[config.mk]
export PLATFORM = sky130hd
export DESIGN_NAME = instruction_fetch
export DESIGN_NICKNAME = d
export VERILOG_FILES = /design/src/rtl/instruction_fetch.sv
export SDC_FILE = /design/constraint.sdc
export NUM_CORES = 1
export LEC_CHECK = 0
export BUFFER_PORTS_ARGS = -buffer_cell sky130_fd_sc_hd__buf_2
export CAP_MARGIN = 20
export CORE_ASPECT_RATIO = 0.8
export CORE_UTILIZATION = 50
export CTS_CLUSTER_SIZE = 14
export DETAILED_ROUTE_END_ITERATION = 7
export PLACE_DENSITY = 0.7
export SLEW_MARGIN = 0
export SYNTH_ARGS = -nofsm -noshare
export SYNTH_HDL_FRONTEND = slang
export SYNTH_SLANG_ARGS = --single-unit
[constraint.sdc]
create_clock -name clk -period 8.2 [get_ports clk]
set_clock_uncertainty 0.2 [all_clocks]
set_input_delay 0.82 -clock clk [delete_from_list [all_inputs] [get_ports clk]]
set_output_delay 0.82 -clock clk [all_outputs]
set_load 0.05 [all_outputs]
[src/rtl/instruction_fetch.sv]
// ----------------------------------------------------------------------------
// instruction_fetch
//
// Fetch-stage front end. Drives the program counter into a synchronous,
// byte-addressed instruction memory with one cycle of read latency, and
// buffers the returned instructions in a small in-order queue of
// {pc, instr} pairs. Decode pulls from that queue with a valid/ready
// handshake.
//
// A redirect (branch/jump) flushes the queue and any read in flight, then
// restarts fetch at the new address. When memory flags an out-of-range
// fetch (mem_stop), fetching halts. Once the queue has drained,
// fetch_done is raised.
//
// Parameters
//   DEPTH     instruction queue entries (power of two, >= 2)
//   RESET_PC  PC after reset (word aligned)
//
// Ports
//   clk             clock, all state changes on its rising edge
//   rstn            asynchronous active-low reset
//   mem_pc          fetch address to memory (always equal to pc_reg)
//   mem_instr       memory read data, valid the cycle after the address
//   mem_stop        out-of-range flag, same timing as mem_instr
//   redirect_valid  flush and restart fetch at redirect_pc
//   redirect_pc     restart address (bits [1:0] ignored)
//   out_valid       queue head valid toward decode
//   out_ready       decode accepts the head this cycle
//   out_instr       head instruction (0 when out_valid is low)
//   out_pc          PC of head instruction (0 when out_valid is low)
//   fetch_done      stop seen and queue empty
// ----------------------------------------------------------------------------
module instruction_fetch #(
  parameter int          DEPTH    = 4,
  parameter logic [31:0] RESET_PC = 32'h0
) (
  input  logic        clk,
  input  logic        rstn,
  output logic [31:0] mem_pc,
  input  logic [31:0] mem_instr,
  input  logic        mem_stop,
  input  logic        redirect_valid,
  input  logic [31:0] redirect_pc,
  output logic        out_valid,
  input  logic        out_ready,
  output logic [31:0] out_instr,
  output logic [31:0] out_pc,
  output logic        fetch_done
);

  localparam int PTR_W = $clog2(DEPTH);
  localparam int CNT_W = PTR_W + 1;

  // The limit is held one bit wider than count, so that count + inflight
  // never wraps.
  localparam logic [CNT_W:0] DEPTH_LIMIT = (CNT_W + 1)'(DEPTH);

  typedef enum logic [1:0] {
    S_FETCH,
    S_DRAIN,
    S_DONE
  } state_t;

  typedef struct packed {
    logic [31:0] pc;
    logic [31:0] instr;
  } entry_t;

  // --------------------------------------------------------------------------
  // State
  // --------------------------------------------------------------------------
  state_t             state;
  state_t             state_next;
  logic [31:0]        pc_reg;
  logic               inflight;
  logic [31:0]        inflight_pc;
  entry_t             queue [DEPTH];
  logic [PTR_W-1:0]   head;
  logic [PTR_W-1:0]   tail;
  logic [CNT_W-1:0]   count;

  // --------------------------------------------------------------------------
  // Per-cycle decisions
  // --------------------------------------------------------------------------
  logic               pop;
  logic               push;
  logic               resp_stop;
  logic               issue;
  logic [CNT_W:0]     occupancy;
  logic [CNT_W-1:0]   count_after;
  logic [31:0]        redirect_aligned;
  logic               unused_redirect_bits;

  assign redirect_aligned     = {redirect_pc[31:2], 2'b00};
  assign unused_redirect_bits = ^redirect_pc[1:0];

  assign out_valid = (count != '0);
  assign pop       = out_valid && out_ready;

  // A response that comes back in a redirect cycle belongs to the old path.
  // It is dropped rather than queued.
  assign push      = inflight && !mem_stop && !redirect_valid;
  assign resp_stop = inflight && mem_stop;

  // Credit counts queued entries plus the read still in flight. A pop frees
  // its slot only from the next cycle. This keeps the check purely
  // registered, and the queue can never overflow.
  assign occupancy = {1'b0, count} + {{CNT_W{1'b0}}, inflight};

  // Issuing stops in the same cycle the stop response arrives, so nothing
  // is in flight once fetching has halted.
  assign issue = (state == S_FETCH) && !redirect_valid && !resp_stop
              && (occupancy < DEPTH_LIMIT);

  assign count_after = count
                     + {{(CNT_W-1){1'b0}}, push}
                     - {{(CNT_W-1){1'b0}}, pop};

  // --------------------------------------------------------------------------
  // FSM: state register
  // --------------------------------------------------------------------------
  always_ff @(posedge clk or negedge rstn) begin
    if (!rstn) begin
      state <= S_FETCH;
    end else begin
      state <= state_next;
    end
  end

  // --------------------------------------------------------------------------
  // FSM: next state
  // --------------------------------------------------------------------------
  // NOTE: combinational blocks use blocking '=' and assign every output a
  // default first, so no path leaves a value held (no latch). Clocked blocks
  // use '<=' only, so all registers update together at the edge.
  always_comb begin
    state_next = state;
    if (redirect_valid) begin
      state_next = S_FETCH;
    end else begin
      unique case (state)
        S_FETCH: begin
          // If the stop lands while the last entry pops, skip DRAIN.
          if (resp_stop) begin
            state_next = (count_after == '0) ? S_DONE : S_DRAIN;
          end
        end
        S_DRAIN: begin
          if (count_after == '0) begin
            state_next = S_DONE;
          end
        end
        S_DONE:  state_next = S_DONE;
        default: state_next = S_FETCH;
      endcase
    end
  end

  // --------------------------------------------------------------------------
  // PC and in-flight tracking
  // --------------------------------------------------------------------------
  always_ff @(posedge clk or negedge rstn) begin
    if (!rstn) begin
      pc_reg      <= RESET_PC;
      inflight    <= 1'b0;
      inflight_pc <= '0;
    end else if (redirect_valid) begin
      pc_reg   <= redirect_aligned;
      inflight <= 1'b0;
    end else if (issue) begin
      inflight    <= 1'b1;
      inflight_pc <= pc_reg;
      pc_reg      <= pc_reg + 32'd4;
    end else begin
      inflight <= 1'b0;
    end
  end

  // --------------------------------------------------------------------------
  // Queue pointers and occupancy
  // --------------------------------------------------------------------------
  always_ff @(posedge clk or negedge rstn) begin
    if (!rstn) begin
      head  <= '0;
      tail  <= '0;
      count <= '0;
    end else if (redirect_valid) begin
      head  <= '0;
      tail  <= '0;
      count <= '0;
    end else begin
      if (push) tail <= tail + PTR_W'(1);
      if (pop)  head <= head + PTR_W'(1);
      count <= count_after;
    end
  end

  // --------------------------------------------------------------------------
  // Queue storage
  // --------------------------------------------------------------------------
  // NOTE: the storage array has no reset. An entry is only ever read when
  // count marks it valid, so resetting count and the pointers is enough.
  always_ff @(posedge clk) begin
    if (push) begin
      queue[tail] <= '{pc: inflight_pc, instr: mem_instr};
    end
  end

  // --------------------------------------------------------------------------
  // Outputs
  // --------------------------------------------------------------------------
  assign mem_pc     = pc_reg;
  assign out_instr  = out_valid ? queue[head].instr : '0;
  assign out_pc     = out_valid ? queue[head].pc    : '0;
  assign fetch_done = (state == S_DONE);

endmodule

After elaboration in Yosys (flattened, before gate mapping)
Memories as Yosys holds them, arrays and structs flattened.
Index checks and enable logic that the tools add are counted.
{"block": "classes", "bitwise_logic": 1, "mux": 18, "eq_ne": 4, "magnitude_cmp": 1, "reduce_logical": 18, "addsub": 6}
{"op": "2-to-1 mux 32 bit", "n": 4}
{"op": "adder 32 x 3 -> 32 bit (second input constant)", "n": 1}
{"op": "2-to-1 mux 2 bit", "n": 8}
{"op": "logical AND 1 bit", "n": 7}
{"op": "!= test 3 bit (second input constant)", "n": 2}
{"op": "one-hot mux 2 bit (3 select lines)", "n": 1}
{"op": "nonzero test 2 bit", "n": 3}
{"op": "adder 2 x 1 -> 2 bit (second input constant)", "n": 2}
{"op": "adder 3 x 1 -> 4 bit", "n": 1}
{"op": "less-than comparator 4 x 3 -> 1 bit (second input constant)", "n": 1}
{"op": "2-to-1 mux 1 bit", "n": 4}
{"op": "AND reduction 2 bit", "n": 2}
{"op": "adder 3 x 1 -> 3 bit", "n": 1}
{"op": "zero test 1 bit", "n": 3}
{"op": "zero test 3 bit", "n": 1}
{"op": "2-to-1 mux 3 bit", "n": 1}
{"op": "nonzero test 3 bit", "n": 1}
{"op": "subtractor 3 x 1 -> 3 bit", "n": 1}
{"op": "== test 2 x 1 -> 1 bit (second input constant)", "n": 1}
{"op": "== test 2 bit (second input constant)", "n": 1}
{"op": "zero test 2 bit", "n": 1}
{"op": "NOT 1 bit", "n": 1}
{"block": "word_totals", "memories": 1, "in_bits": 69, "word_cells": 56, "reg_bits": 74, "ramBits": 256}
{"name": "queue", "words": 4, "width": 64, "rd": 1, "rd_clocked_by_memory_dff": 0, "wr": 1, "line_no": "77", "rtl": "entry_t queue [DEPTH];"}

Depth between registers and ports, before layout
Gate-level depths: netlist of the first run.
{"block": "logic_depth", "word_depth": 10, "ltp_mapped": 13, "ltp_nobuf": 13}

Worst setup path before layout of the first run
OpenSTA, ideal clock, no wires.
{"block": "synth_path", "kind": "in2reg", "startpoint": "in mem_stop", "endpoint": "reg state[1]", "setup_slack_ps": 4707, "setup_time_ps": 78, "arrival_time_ps": 3215, "n_path_buf": 0, "cell_stages": 13, "path_cell_list": "nor2b_1 nor2b_1 inv_1 ha_1 inv_1 ha_1 inv_1 fa_1 xnor2_1 nand3_1 a22o_1 or3_1 a21oi_1"}
{"block": "synth_via", "elab_chain_cells": 10}
{"element": "from (decl)", "line_no": "41", "rtl": "input logic mem_stop,"}
{"element": "zero test 1 bit", "line_no": "102", "rtl": "assign push = inflight && !mem_stop && !redirect_valid;"}
{"element": "logical AND 1 bit (2 in series)", "line_no": "102"}
{"element": "adder 3 x 1 -> 3 bit", "line_no": "116", "rtl": "+ {{(CNT_W-1){1'b0}}, push}"}
{"element": "subtractor 3 x 1 -> 3 bit", "line_no": "117", "rtl": "- {{(CNT_W-1){1'b0}}, pop};"}
{"element": "zero test 3 bit", "line_no": "145, 149"}
{"element": "2-to-1 mux 2 bit", "line_no": "145", "rtl": "state_next = (count_after == '0) ? S_DONE : S_DRAIN;"}
{"element": "2-to-1 mux 2 bit", "line_no": "144", "rtl": "if (resp_stop) begin"}
{"element": "one-hot mux 2 bit (3 select lines)", "line_no": "141", "rtl": "unique case (state)"}
{"element": "2-to-1 mux 2 bit", "line_no": "138", "rtl": "if (redirect_valid) begin"}
{"element": "to (signal assigned)", "line_no": "126", "rtl": "state <= state_next;"}
{"element": "to (decl)", "line_no": "72", "rtl": "state_t state;"}
Parallel ways exist; a longest one is shown, timed or not. The select of a mux whose other input is x is not followed.
A chain may end at the register's enable or synchronous reset.

Worst setup path in the final report of the first run
{"block": "layout_path", "startpoint": "reg head[0]", "endpoint": "out out_instr[11]"}
{"block": "layout_via", "elab_chain_cells": 2}
{"element": "from (decl)", "line_no": "78", "rtl": "logic [PTR_W-1:0] head;"}
{"element": "from (signal assigned)", "line_no": "193", "rtl": "if (pop) head <= head + PTR_W'(1);"}
{"element": "memory (4 x 64 bit)"}
{"element": "2-to-1 mux 32 bit", "line_no": "213", "rtl": "assign out_instr = out_valid ? queue[head].instr : '0;"}
{"element": "to (decl)", "line_no": "46", "rtl": "output logic [31:0] out_instr,"}
No other way between the ends.

==> results of run 1 <==
## routing by layer
metal | vias up | GRT usage (%) | part of all wire, %
met4 | 4 | 4.66 | 2.0
met1 | 3565 | 28.7 | 45
met3 | 52 | 4.44 | 6.5
met5 | - | 0 | 0.065
li1 | 3196 | - | -
met2 | 213 | 31.3 | 47
## flip-flops by register name, summed over array words and instances, names as in the netlist
| register | flops |
|---|---|
| queue | 248 |
| inflight | 1 |
| tail | 2 |
| count | 3 |
| inflight_pc | 30 |
| state | 2 |
| mem_pc | 30 |
| head | 2 |
## worst paths after layout
path | from | end | slack (ns) | depth (start not counted)
max in group asynchronous | rstn | head[0] | 6.91 | 1
worst max register to register | count[1] | state[1] | 4.27 | 13
min in group clk | mem_instr[26] | queue[2][26] | 0.27 | 1
worst max-delay path | head[0] | out_instr[11] | 4.07 | 4
worst min register to register | inflight_pc[11] | queue[3][43] | 0.32 | 0
worst min-delay path | rstn | mem_pc[26] | 0.18 | 1
## per-stage QoR
step / hold WS [ns] / cells
floorplan: 0.272 / 744
global placement: 0.295 / 1217
detailed placement: 0.306 / 1217
CTS: 0.236 / 1273
global route: 0.248 / 1273
finish: 0.176 / 1273
## cells in the mapped netlist (all sizes together), types with 9 or more instances
cell	number	area, µm²
edfxtp	248	7450
dfrtp	70	1750
and2	68	425
mux4	62	1400
mux2	34	383
nand2	34	128
clkbuf	23	86.3
buf	20	106
o21ai	19	95.1
nor2	17	63.8
xnor2	16	140
inv	13	48.8
nand3	13	65.1
a2111oi	12	131
ha	12	150
nand4	9	71.3
## cells in the final DEF, fill, tap and decap left out, drive strengths merged, types with 6 or more instances in the layout
| cell type | count |
|---|---|
| clkbuf | 36 |
| o21ai | 19 |
| a2111oi | 12 |
| edfxtp | 248 |
| inv | 13 |
| nor2 | 17 |
| nand2 | 34 |
| and2 | 68 |
| dfrtp | 70 |
| nand4 | 9 |
| clkinv | 15 |
| ha | 12 |
| xnor2 | 16 |
| nor2b | 6 |
| and3 | 6 |
| xor2 | 8 |
| nand3 | 13 |
| mux4 | 62 |
| a211oi | 7 |
| buf | 165 |
| mux2 | 34 |
## cell families (layout without fill, tap and decap cells)
group / after synthesis / in the layout
and+or+nand+nor: 173 / 173
DFF: 318 / 318
xor gates and xnor gates: 24 / 24
muxes: 97 / 97
buffers and inverters: 56 / 234
adders and majority gates: 13 / 13
other: 1 / 4
AOI/OAI and AO/OA: 59 / 59
## power by group
group          internal [µW]  leakage, µW  switching (µW)  total, µW
Sequential              1990      0.00308             204       2190
Combinational            564      0.00186            1120       1680
Clock                    795     0.000474             576       1370
Total                   3350      0.00542            1900       5240
## layout make-up
cell class / instances / area, µm² / area share [%]
clock buffer: 36 / 773 / 5.11
clock inverter: 20 / 203 / 1.34
inverter: 13 / 48.8 / 0.322
multi-input combinational: 370 / 3630 / 24.0
sequential: 318 / 9200 / 60.8
tap: 351 / 439 / 2.90
timing repair buffer: 165 / 841 / 5.55
==> flow_summary_export.csv, run 1 <==
group,metric,value,unit
outcome,status,"completed",
floorplan,num_rows,52,
global_routing,first_global_vias,7045,
sta,fin_crit,4.13,ns
power,leakagePower,0.00542,µW
synthesis,yosys.area_share.simple,7.53,%
synthesis,ys_warn_count,0,
cts,cts_buffers,30,
sta,max_slew_margin,28.7,%
drt,detail_route.wl_per_cell,20.6,µm
cts,cts_root_buf,"clkbuf_16",
placed_design,routabilityCongestion,0.790,
setup_path,arrival,3.11,ns
final_layout,fill_cells,1934,
floorplan,die_height,146,µm
setup_path,endpoint_kind,"output pin",
floorplan,io_pins,167,
sta,fin_crit_sh,50.3,%
global_routing,grt_pass1_wl,40700,µm
final_layout,nets,980,
global_routing,overflow,0,
sta,worst_slack,4.07,ns
cts,cts_buffer_depth,3,
cts,cts_setup_buffers,0,
placed_design,post-place-ws,4.07,ns
drt,firstDrtPassIters,5,
setup_path,crit_path_cell_trace,"buf_4 -> mux4_2 -> and2_1 -> buf_2",
final_layout,utilization,59.5,%
final_layout,antennaDiodeCount,0,
drt,vias_per_cell,5.52,
sta,setup_violations,0,
placed_design,hpwl,15000,µm
drt,vias,7030,
power,power_density,346,nW/µm²
worst_hold_path,hold_class,"primary input to async pin",
setup_path,worstPathRequired,7.18,ns
setup_path,critPathMaxStageDelay,0.86,ns
setup_path,crit_family,"buffers and inverters",
drt,ant_nets,0,
power,power,5240,µW
placed_design,port_buffers,160,
sta,fin_tns_setup,0,ns
power,ir_drop,193,µV
synthesis,synth_top_family_by_area,"multiplexers",
synthesis,yosys_register_bits,318,
sta,fmax,242,MHz
global_routing,antenna_found_initial,2,
cts,clk_latency,0.55,ns
cts,ctsResizeCount,0,
drt,remaining_drc_errors,0,
sta,grt_setup_unrepaired,"no",
run,cap_violations,0,
sta,finalHoldViolCount,0,
synthesis,muxShareOfSynthArea,13.7,%
floorplan,die_area,26700,µm²
setup_path,cp-start-kind,"register",
setup_path,crit_buf_inv,2,
synthesis,synthXorXnorAreaFrac,1.61,%
synthesis,ys.flop_type,"edfxtp_1",
synthesis,syn-cell-area,13000,µm²
synthesis,ys_types,49,
drt,drt_iter0_drc,522,
setup_path,crit_type,"register to output pin",
global_routing,grt_max_degree,77,
cts,cts_tree,"yes",
setup_path,critPathMaxFanout,34,
floorplan,start_util,51.3,%
floorplan,core_area,25400,µm²
synthesis,synthArstFlopShare,22.0,%
synthesis,synth_edf_count,248,
floorplan,die_w,183,µm
setup_path,crit_slowest_cell,"dfrtp_4",
sta,worst_pin_slew,1.07,ns
synthesis,synth_compound_area_share,3.43,%
final_layout,syn2layout_area_growth,16.1,%
cts,cts_max_level,1,
sta,final_max_slew_viol_count,0,
cts,clock-sinks,318,
synthesis,syn-instance-count,741,
cts,ctsHoldBuffers,0,
synthesis,avgSynthCellArea,17.6,µm²
synthesis,yosys.area_share.adder,1.30,%
final_layout,post_route_cells_drive_above_1_share,34.5,%
global_routing,grt.total_usage,19.9,%
synthesis,synth_seq_area_share,70.5,%
drt,routed_wirelength,26200,µm
final_layout,finish.instance_area,15100,µm²
placed_design,place_area,14200,µm²
cts,clk_pin_slew,0.06,ns
Power figures use the tool's default switching activity.
==> inputs of run 2 (changes only) <==
- PLACE_DENSITY: 0.7 -> 0.73
- clock period: 8.2 -> 3.35 ns (I/O delays scaled with it)
==> run 2 against run 1 <==
Sequential power up 140%. Setup slack worse by 4.0 ns. Sequential share of layout area fell by 3.4 points. Combinational power rose to 2.6 times the previous value. Global-route usage increased by 1.0 points. Clock power grew 150%. Clock-buffer cell count is 5 higher. Critical path depth up 8. Total power grew to 2.5 times the previous value. Design area is 6.0% higher. Wire length rose by 4.5%. Via count is 4.9% higher. Critical path type is now register to register.
==> flow_summary_export.csv, run 2 (synthesis gave the netlist of run 1 again) <==
group,metric,value,unit
global_routing,overflow,0,
final_layout,largest_reg_flops,248,
drt,routed_wirelength,27400,µm
drt,vias_per_cell,5.45,
global_routing,met3_usage,3.97,%
floorplan,die_w,183,µm
global_routing,antenna_found_initial,1,
drt,firstDrtPassIters,5,
floorplan,io_pins,167,
power,power_density,818,nW/µm²
cts,cts_root_buf,"clkbuf_16",
sta,max_slew_margin,38.4,%
drt,ant_nets,0,
power,power,13100,µW
drt,drt_iter0_drc,488,
global_routing,first_global_vias,7508,
worst_hold_path,hold_class,"primary input to register",
global_routing,grt_busiest_layer,"met2",
placed_design,port_buffers,160,
sta,fmax,310,MHz
final_layout,layout_commonest_cell,"edfxtp_1",
floorplan,core_area,25400,µm²
placed_design,place_inst,1233,
sta,setup_violations,0,
final_layout,post_route_cells_drive_above_1_share,34.3,%
outcome,status,"completed",
global_routing,grt.total_usage,20.9,%
setup_path,crit_type,"register to register",
global_routing,grt_pass1_wl,42600,µm
run,cap_violations,0,
setup_path,cp-start-kind,"register",
cts,cts_buffer_depth,3,
floorplan,die_height,146,µm
final_layout,finish.instance_area,16000,µm²
cts,clk_latency,0.55,ns
final_layout,fill_cells,1839,
floorplan,start_util,51.3,%
setup_path,arrival,3.50,ns
placed_design,routabilityCongestion,0.812,
drt,vias,7374,
sta,worst_pin_slew,0.924,ns
final_layout,nets,1060,
cts,cts_max_level,1,
setup_path,critPathMaxFanout,3,
sta,final_max_slew_viol_count,0,
power,ir_drop,478,µV
floorplan,num_rows,52,
setup_path,endpoint_kind,"register",
cts,clk_pin_slew,0.06,ns
sta,fin_crit_sh,96.4,%
final_layout,largest_register,"queue",
sta,fin_crit,3.23,ns
cts,clock-sinks,318,
placed_design,place_area,14400,µm²
final_layout,syn2layout_area_growth,23.0,%
power,leakagePower,0.00582,µW
setup_path,worstPathRequired,3.62,ns
cts,cts_buffers,30,
cts,cts_tree,"yes",
global_routing,use_met1,30.9,%
placed_design,hpwl,16600,µm
global_routing,grt_max_degree,76,
final_layout,fin_cells,1353,
drt,detail_route.wl_per_cell,20.2,µm
floorplan,die_area,26700,µm²
global_routing,grt.met2_usage,32.9,%
drt,remaining_drc_errors,0,
final_layout,final_cell_mix,"edfxtp_1 (248), buf_2 (159), dfrtp_1 (68)",
sta,finalHoldViolCount,0,
-- run 2: area by class of cell --
cell class	instances	area, µm²	area share (%)
sequential	318	9200	57.4
multi-input combinational	370	3650	22.8
timing repair buffer	245	1710	10.7
clock buffer	41	843	5.25
tap	351	439	2.74
clock inverter	14	148	0.920
inverter	13	48.8	0.304
antenna	1	2.50	0.0156
-- run 2: routing by layer --
layer  wire, µm  vias up  part of all wire, %
met2      13000      235                   48
met4        447        0                  1.6
met5          0        -                    0
met3       1750       46                  6.4
li1           -     3355                    -
met1      12200     3738                   44
-- run 2: report_power, final --
part | switching, µW | internal [µW] | total, µW
Clock | 1400 | 1980 | 3390
Sequential | 424 | 4860 | 5290
Combinational | 2860 | 1590 | 4450
Total | 4690 | 8440 | 13100
-- run 2: final timing paths --
kind | from | to | slack, ns | depth (start not counted)
setup / recovery | count[1] | state[1] | 0.12 | 12
hold / removal | out_ready | head[0] | 0.08 | 5
setup reg to reg | count[1] | state[1] | 0.12 | 12
hold reg to reg | inflight_pc[30] | queue[0][62] | 0.32 | 0
max in group asynchronous | rstn | head[0] | 2.00 | 2
min in group asynchronous | rstn | mem_pc[28] | 0.28 | 2
-- run 2: stage by stage --
stage               worst slack, ns  hold slack, ns  util [%]   TNS [ns]
floorplan                    0.0122          -0.161         -          0
global placement              0.112           0.296      56.6          0
detailed placement          -0.0139           0.303      56.6    -0.0139
CTS                         0.00952          0.0875      63.0          0
global route              -0.000730           0.119      63.1  -0.000730
finish                        0.121          0.0829      63.1          0
-- run 2: what timing repair did --
action                     in CTS  in global routing
pin swaps                       1                  3
setup endpoints to repair       1                  1
gates cloned                    0                  0
hold endpoints to repair      228                  0
buffers inserted                0                  1
hold buffers                   63                  0
resized for setup               0                  4
-- run 2: worst max-delay path: stages (launching register included) --
cell,delay [ns]
dfrtp_1,0.37
or3_2,0.49
and2_4,0.18
ha_1,0.28
inv_1,0.05
ha_1,0.13
inv_1,0.05
fa_2,0.35
xnor2_2,0.20
nand3_2,0.11
a22o_1,0.25
or3_1,0.36
a21oi_1,0.14
